`config.mk`:
```
export PLATFORM = sky130hd
export DESIGN_NAME = seg_scan_decoder
export DESIGN_NICKNAME = d
export VERILOG_FILES = /design/src/rtl/seg_scan_decoder.sv
export SDC_FILE = /design/constraint.sdc
export NUM_CORES = 1
export LEC_CHECK = 0
export BUFFER_PORTS_ARGS = -buffer_cell sky130_fd_sc_hd__buf_2
export CAP_MARGIN = 20
export CORE_ASPECT_RATIO = 1.25
export CORE_MARGIN = 3
export CORE_UTILIZATION = 51
export DETAILED_ROUTE_END_ITERATION = 12
export PLACE_DENSITY = 0.81
export SKIP_LAST_GASP = 1
export SLEW_MARGIN = 20
export SYNTH_ARGS = -nofsm -noshare
export SYNTH_HDL_FRONTEND = slang
export SYNTH_SLANG_ARGS = --single-unit
export TNS_END_PERCENT = 50
```
`constraint.sdc`:
```
create_clock -name clock -period 3 [get_ports clock]
set_input_delay 0.15 -clock clock [delete_from_list [all_inputs] [get_ports clock]]
set_output_delay 0.15 -clock clock [all_outputs]
set_load 0.005 [all_outputs]
```
`src/rtl/seg_scan_decoder.sv`:
```
// Rebuilds the hex value shown on a multiplexed 8-digit seven-segment display.
// It watches the active-low segment and anode lines and decodes each digit once its pattern has settled.
module seg_scan_decoder #(
    parameter int STABLE_CYCLES = 4
) (
    input  logic        clock,
    input  logic        reset,
    input  logic [6:0]  segments,
    input  logic [7:0]  anodes,
    output logic [31:0] hex_out,
    output logic [7:0]  digit_valid,
    output logic        frame_valid,
    output logic        seg_error,
    output logic        anode_error
);

    localparam logic [7:0] STABLE_LIMIT = 8'(STABLE_CYCLES);

    logic [14:0] sample_reg;
    logic [7:0]  stable_count;
    logic        captured;
    logic [7:0]  seen_mask;

    logic [14:0] sample_now;
    logic        sample_changed;
    logic        capture;
    logic [7:0]  active;
    logic        no_digit;
    logic        multi_digit;
    logic [2:0]  digit_idx;
    logic        glyph_ok;
    logic [3:0]  glyph_nibble;

    logic [31:0] hex_next;
    logic [7:0]  valid_next;
    logic [7:0]  seen_next;
    logic        seg_error_next;
    logic        anode_error_next;

    assign sample_now     = {anodes, segments};
    assign sample_changed = (sample_now != sample_reg);
    // The captured flag allows only one capture per stable run, even after the counter saturates.
    assign capture        = !captured && (stable_count == STABLE_LIMIT);

    always_ff @(posedge clock or negedge reset) begin
        if (!reset) begin
            sample_reg   <= '1;
            stable_count <= 8'd0;
            captured     <= 1'b0;
        end else if (sample_changed) begin
            sample_reg   <= sample_now;
            stable_count <= 8'd1;
            captured     <= 1'b0;
        end else begin
            if (stable_count != 8'hFF)
                stable_count <= stable_count + 8'd1;
            if (capture)
                captured <= 1'b1;
        end
    end

    assign active      = ~sample_reg[14:7];
    assign no_digit    = (active == 8'd0);
    assign multi_digit = ((active & (active - 8'd1)) != 8'd0);

    always_comb begin
        digit_idx = 3'd0;
        for (int i = 0; i < 8; i++) begin
            if (active[i])
                digit_idx = 3'(i);
        end
    end

    always_comb begin
        glyph_ok     = 1'b1;
        glyph_nibble = 4'h0;
        case (sample_reg[6:0])
            7'h40: glyph_nibble = 4'h0;
            7'h79: glyph_nibble = 4'h1;
            7'h24: glyph_nibble = 4'h2;
            7'h30: glyph_nibble = 4'h3;
            7'h19: glyph_nibble = 4'h4;
            7'h12: glyph_nibble = 4'h5;
            7'h02: glyph_nibble = 4'h6;
            7'h78: glyph_nibble = 4'h7;
            7'h00: glyph_nibble = 4'h8;
            7'h10: glyph_nibble = 4'h9;
            7'h08: glyph_nibble = 4'hA;
            7'h03: glyph_nibble = 4'hB;
            7'h46: glyph_nibble = 4'hC;
            7'h21: glyph_nibble = 4'hD;
            7'h06: glyph_nibble = 4'hE;
            7'h0E: glyph_nibble = 4'hF;
            default: glyph_ok = 1'b0;
        endcase
    end

    // A full seen-mask is cleared in the same cycle that frame_valid fires; a capture in that cycle starts the next frame.
    always_comb begin
        hex_next         = hex_out;
        valid_next       = digit_valid;
        seen_next        = (seen_mask == 8'hFF) ? 8'd0 : seen_mask;
        seg_error_next   = 1'b0;
        anode_error_next = 1'b0;
        if (capture && !no_digit) begin
            if (multi_digit) begin
                anode_error_next = 1'b1;
            end else if (glyph_ok) begin
                hex_next[{digit_idx, 2'b00} +: 4] = glyph_nibble;
                valid_next[digit_idx]             = 1'b1;
                seen_next[digit_idx]              = 1'b1;
            end else begin
                valid_next[digit_idx] = 1'b0;
                seg_error_next        = 1'b1;
            end
        end
    end

    always_ff @(posedge clock or negedge reset) begin
        if (!reset) begin
            hex_out     <= 32'd0;
            digit_valid <= 8'd0;
            seen_mask   <= 8'd0;
            frame_valid <= 1'b0;
            seg_error   <= 1'b0;
            anode_error <= 1'b0;
        end else begin
            hex_out     <= hex_next;
            digit_valid <= valid_next;
            seen_mask   <= seen_next;
            frame_valid <= (seen_mask == 8'hFF);
            seg_error   <= seg_error_next;
            anode_error <= anode_error_next;
        end
    end

endmodule

```
==> flow_summary.toml <==
[global_routing]
use_met2_pct = 34.8
top_usage_layer = "met2"
grt.met3_usage_pct = 4.80
grt_util_met1_pct = 25.5
grt_antenna_before_repair = 0
grt_usage_pct = 20.7
grt_max_degree = 49
grt_pass1_wl_um = 13100
grt_pass1_vias = 2775
globalRouteOverflowTotal = 0

[final_layout]
drive_gt1_share_pct = 34.5
fillers = 551
final_area_um2 = 4560
nNetsFinal = 423
fin_util_pct = 65.0
n_antenna_cell = 0
areaGrowthSynthToFinish_pct = 23.4

[sta]
finalCritPeriodShare_pct = 93.8
worstMarginPinSlew_ns = 0.617
finClkSkew_ns = 0.00695
relSlewSlack_pct = 58.9
hold_viol_final = 0
rsz0062_at_grt = "no"
fin_ws_ns = 0.185
period_minus_slack_ns = 2.82
drv_slew = 0
setup_violations = 0
tns_ns = 0
max_freq_ghz = 0.355

[worst_hold_path]
hold_class = "in -> async"

[worst_setup_path]
reg2reg_slack_ns = 0.18
cp_num_cells = 9
cp.required_ns = 3.23
critPathKind = "reg -> reg"
worst_setup_path_start_kind = "flip-flop"
worstReg2RegStart = "sample_reg[11]$_DFFE_PN1N_"
critPathArrivalTime_ns = 3.04
cp-startpoint = "sample_reg[11]$_DFFE_PN1N_"
path_common_cell = "ha_1"
end_kind = "flip-flop"
worstPathMaxFanout = 7
cp_slowest_cell = "or4b_4"
cpPeakStageDelay_ns = 0.63
critPathTopFamily = "simple AND/OR/NAND/NOR gates"
path_buf_inv = 1
timing.critical_path.cells = "a21boi_2 -> o21ai_2 -> nand2_1 -> inv_2 -> ha_1 -> ha_1 -> nand4_1 -> or4b_4 -> mux2_1"
ff2ff_path_depth = 9
r2r_end = "hex_out[7]$_DFFE_PN0P_"
critPathCapture = "hex_out[7]$_DFFE_PN0P_"

[die]
coreArea_um2 = 7020
dieArea_um2 = 8310
ios = 60
start_util_pct = 52.7
dieWidth_um = 82.2
dieHeight_um = 101
row_count = 34

[routing]
ant_nets = 0
vias_per_cell = 5.52
drc_errors = 0
routedWlPerCell_um = 15.7
num_vias = 2739
firstDrtPassIters = 4
wl_um = 7810
drt_iter0_drc = 106

[logic_synthesis]
synth-seq-cells = 75
synth_top_area_share_pct = 40.6
synth_edf_count = 0
synth_top_cells_by_count = "dfrtp_1, nand2_1, nor2_1"
ys_warn_count = 0
postSynth.asyncResetShare_pct = 100
synth.distinct_cells = 56
netlist_instances = 329
synth.area.top_cells = "dfrtp_1, dfstp_2, mux2_2"
syn-cell-area_um2 = 3700
ys.flop_type = "dfrtp_1"
yosysMostFrequentCell = "dfrtp_1"
yosysTopAreaCell = "dfrtp_1"
synth_area_per_cell_um2 = 11.2
yosysSeqAreaShare_pct = 51.3
synth_nets = 351

[placement]
dp_hpwl_um = 5570
gp_congestion = 0.876
port_buffers = 59
dp_slack_ns = 0.136
placed_area_um2 = 4080

[clocking]
cts_tree = "yes"
cts_max_level = 3
clkSinkCount = 75
clockBufferDepth = 2
clkTransAtPathRegs_ns = 0.08
cts_buffers = 9
clkLatencyLatePin_ns = 0.34
clockRootBuffer = "clkbuf_8"

[run]
maxCapViolCount = 0

[run_status]
status = "finished clean"

[pwr]
powerDensity_nw_per_um2 = 503
p_leak_nw = 2.26
ir_worst_vdd_mv = 0.368
==> routing by layer <==
layer	up-vias	wire length [um]	share of wire, %
li1	1310	-	-
met1	1351	3230	41
met2	64	4100	52
met3	14	321	4.1
met4	0	161	2.1
met5	-	0	0
==> cell type report <==
class / instances / area (um^2) / share of cell area [%]
Sequential cell: 75 / 1900 / 41.6
Clock inverter: 7 / 164 / 3.59
Timing Repair Buffer: 88 / 556 / 12.2
Multi-Input combinational cell: 219 / 1680 / 36.8
Tap cell: 90 / 113 / 2.47
Clock buffer: 9 / 124 / 2.72
Inverter: 8 / 30.0 / 0.658
==> stage by stage <==
stage	hold WS, ns	cells	total power (W)
after floorplan	-0.146	329	0.00115
after global placement	0.273	463	0.00119
after detailed placement	0.275	463	0.00120
after CTS	0.0369	494	0.00230
after global routing	0.386	496	0.00237
final	0.354	496	0.00230
==> cells by family (layout without fill, tap and decap cells) <==
logic type      count (synthesis)  after routing  synth area share, %
fa+ha+maj                       5              5                 1.69
mux                            40             40                 12.1
compound gates                 35             35                 7.55
simple gates                  119            119                 18.8
buf+inv                        35            112                 3.82
xor+xnor                       20             20                 4.74
flops                          75             75                 51.3
==> how the worst min path moves through the flow <==
stage	to	slack (ns)	cells past startpoint
global route	stable_count[5]$_DFFE_PN0P_	0.39	2
global placement	sample_reg[5]$_DFFE_PN1N_	0.27	1
detailed placement	sample_reg[5]$_DFFE_PN1N_	0.27	1
finish	stable_count[5]$_DFFE_PN0P_	0.35	2
floorplan	async pin	-0.15	0
CTS	stable_count[2]$_DFFE_PN0P_	0.04	1
==> timing repair <==
| action | CTS | global route |
|---|---|---|
| buffers inserted | 0 | 1 |
| endpoints found under the setup margin | 0 | 11 |
| resized for setup | 0 | 4 |
| hold buffers | 15 | 1 |
| hold endpoints to repair | 15 | 42 |
==> power by group <==
| group | internal, W | leakage [nW] | switching [W] |
|---|---|---|---|
| clock network | 0.000721 | 0.143 | 0.000375 |
| registers | 0.00103 | 0.991 | 0.0000278 |
| logic | 0.0000601 | 1.12 | 0.0000817 |
==> placed cells by master (no fill, tap or decap), types with 9 or more instances in the layout <==
| master | netlist | routed |
|---|---|---|
| dlygate4sd3_1 | 0 | 16 |
| buf_4 | 0 | 14 |
| dfstp_2 | 15 | 15 |
| xor2_1 | 19 | 19 |
| mux2_2 | 21 | 21 |
| mux2_1 | 17 | 17 |
| nor3_1 | 13 | 13 |
| clkbuf_8 | 0 | 9 |
| buf_2 | 8 | 58 |
| nor2_1 | 23 | 23 |
| nand2_1 | 23 | 23 |
| dfrtp_1 | 60 | 60 |
==> worst register-to-register path, cell delays in order, from the launching register on <==
cell and delay [ns]:
dfstp_2 0.60, a21boi_2 0.19, o21ai_2 0.09, nand2_1 0.11, inv_2 0.04, ha_1 0.20
ha_1 0.32, nand4_1 0.18, or4b_4 0.63, mux2_1 0.34
(Power assumes the default switching activity.)
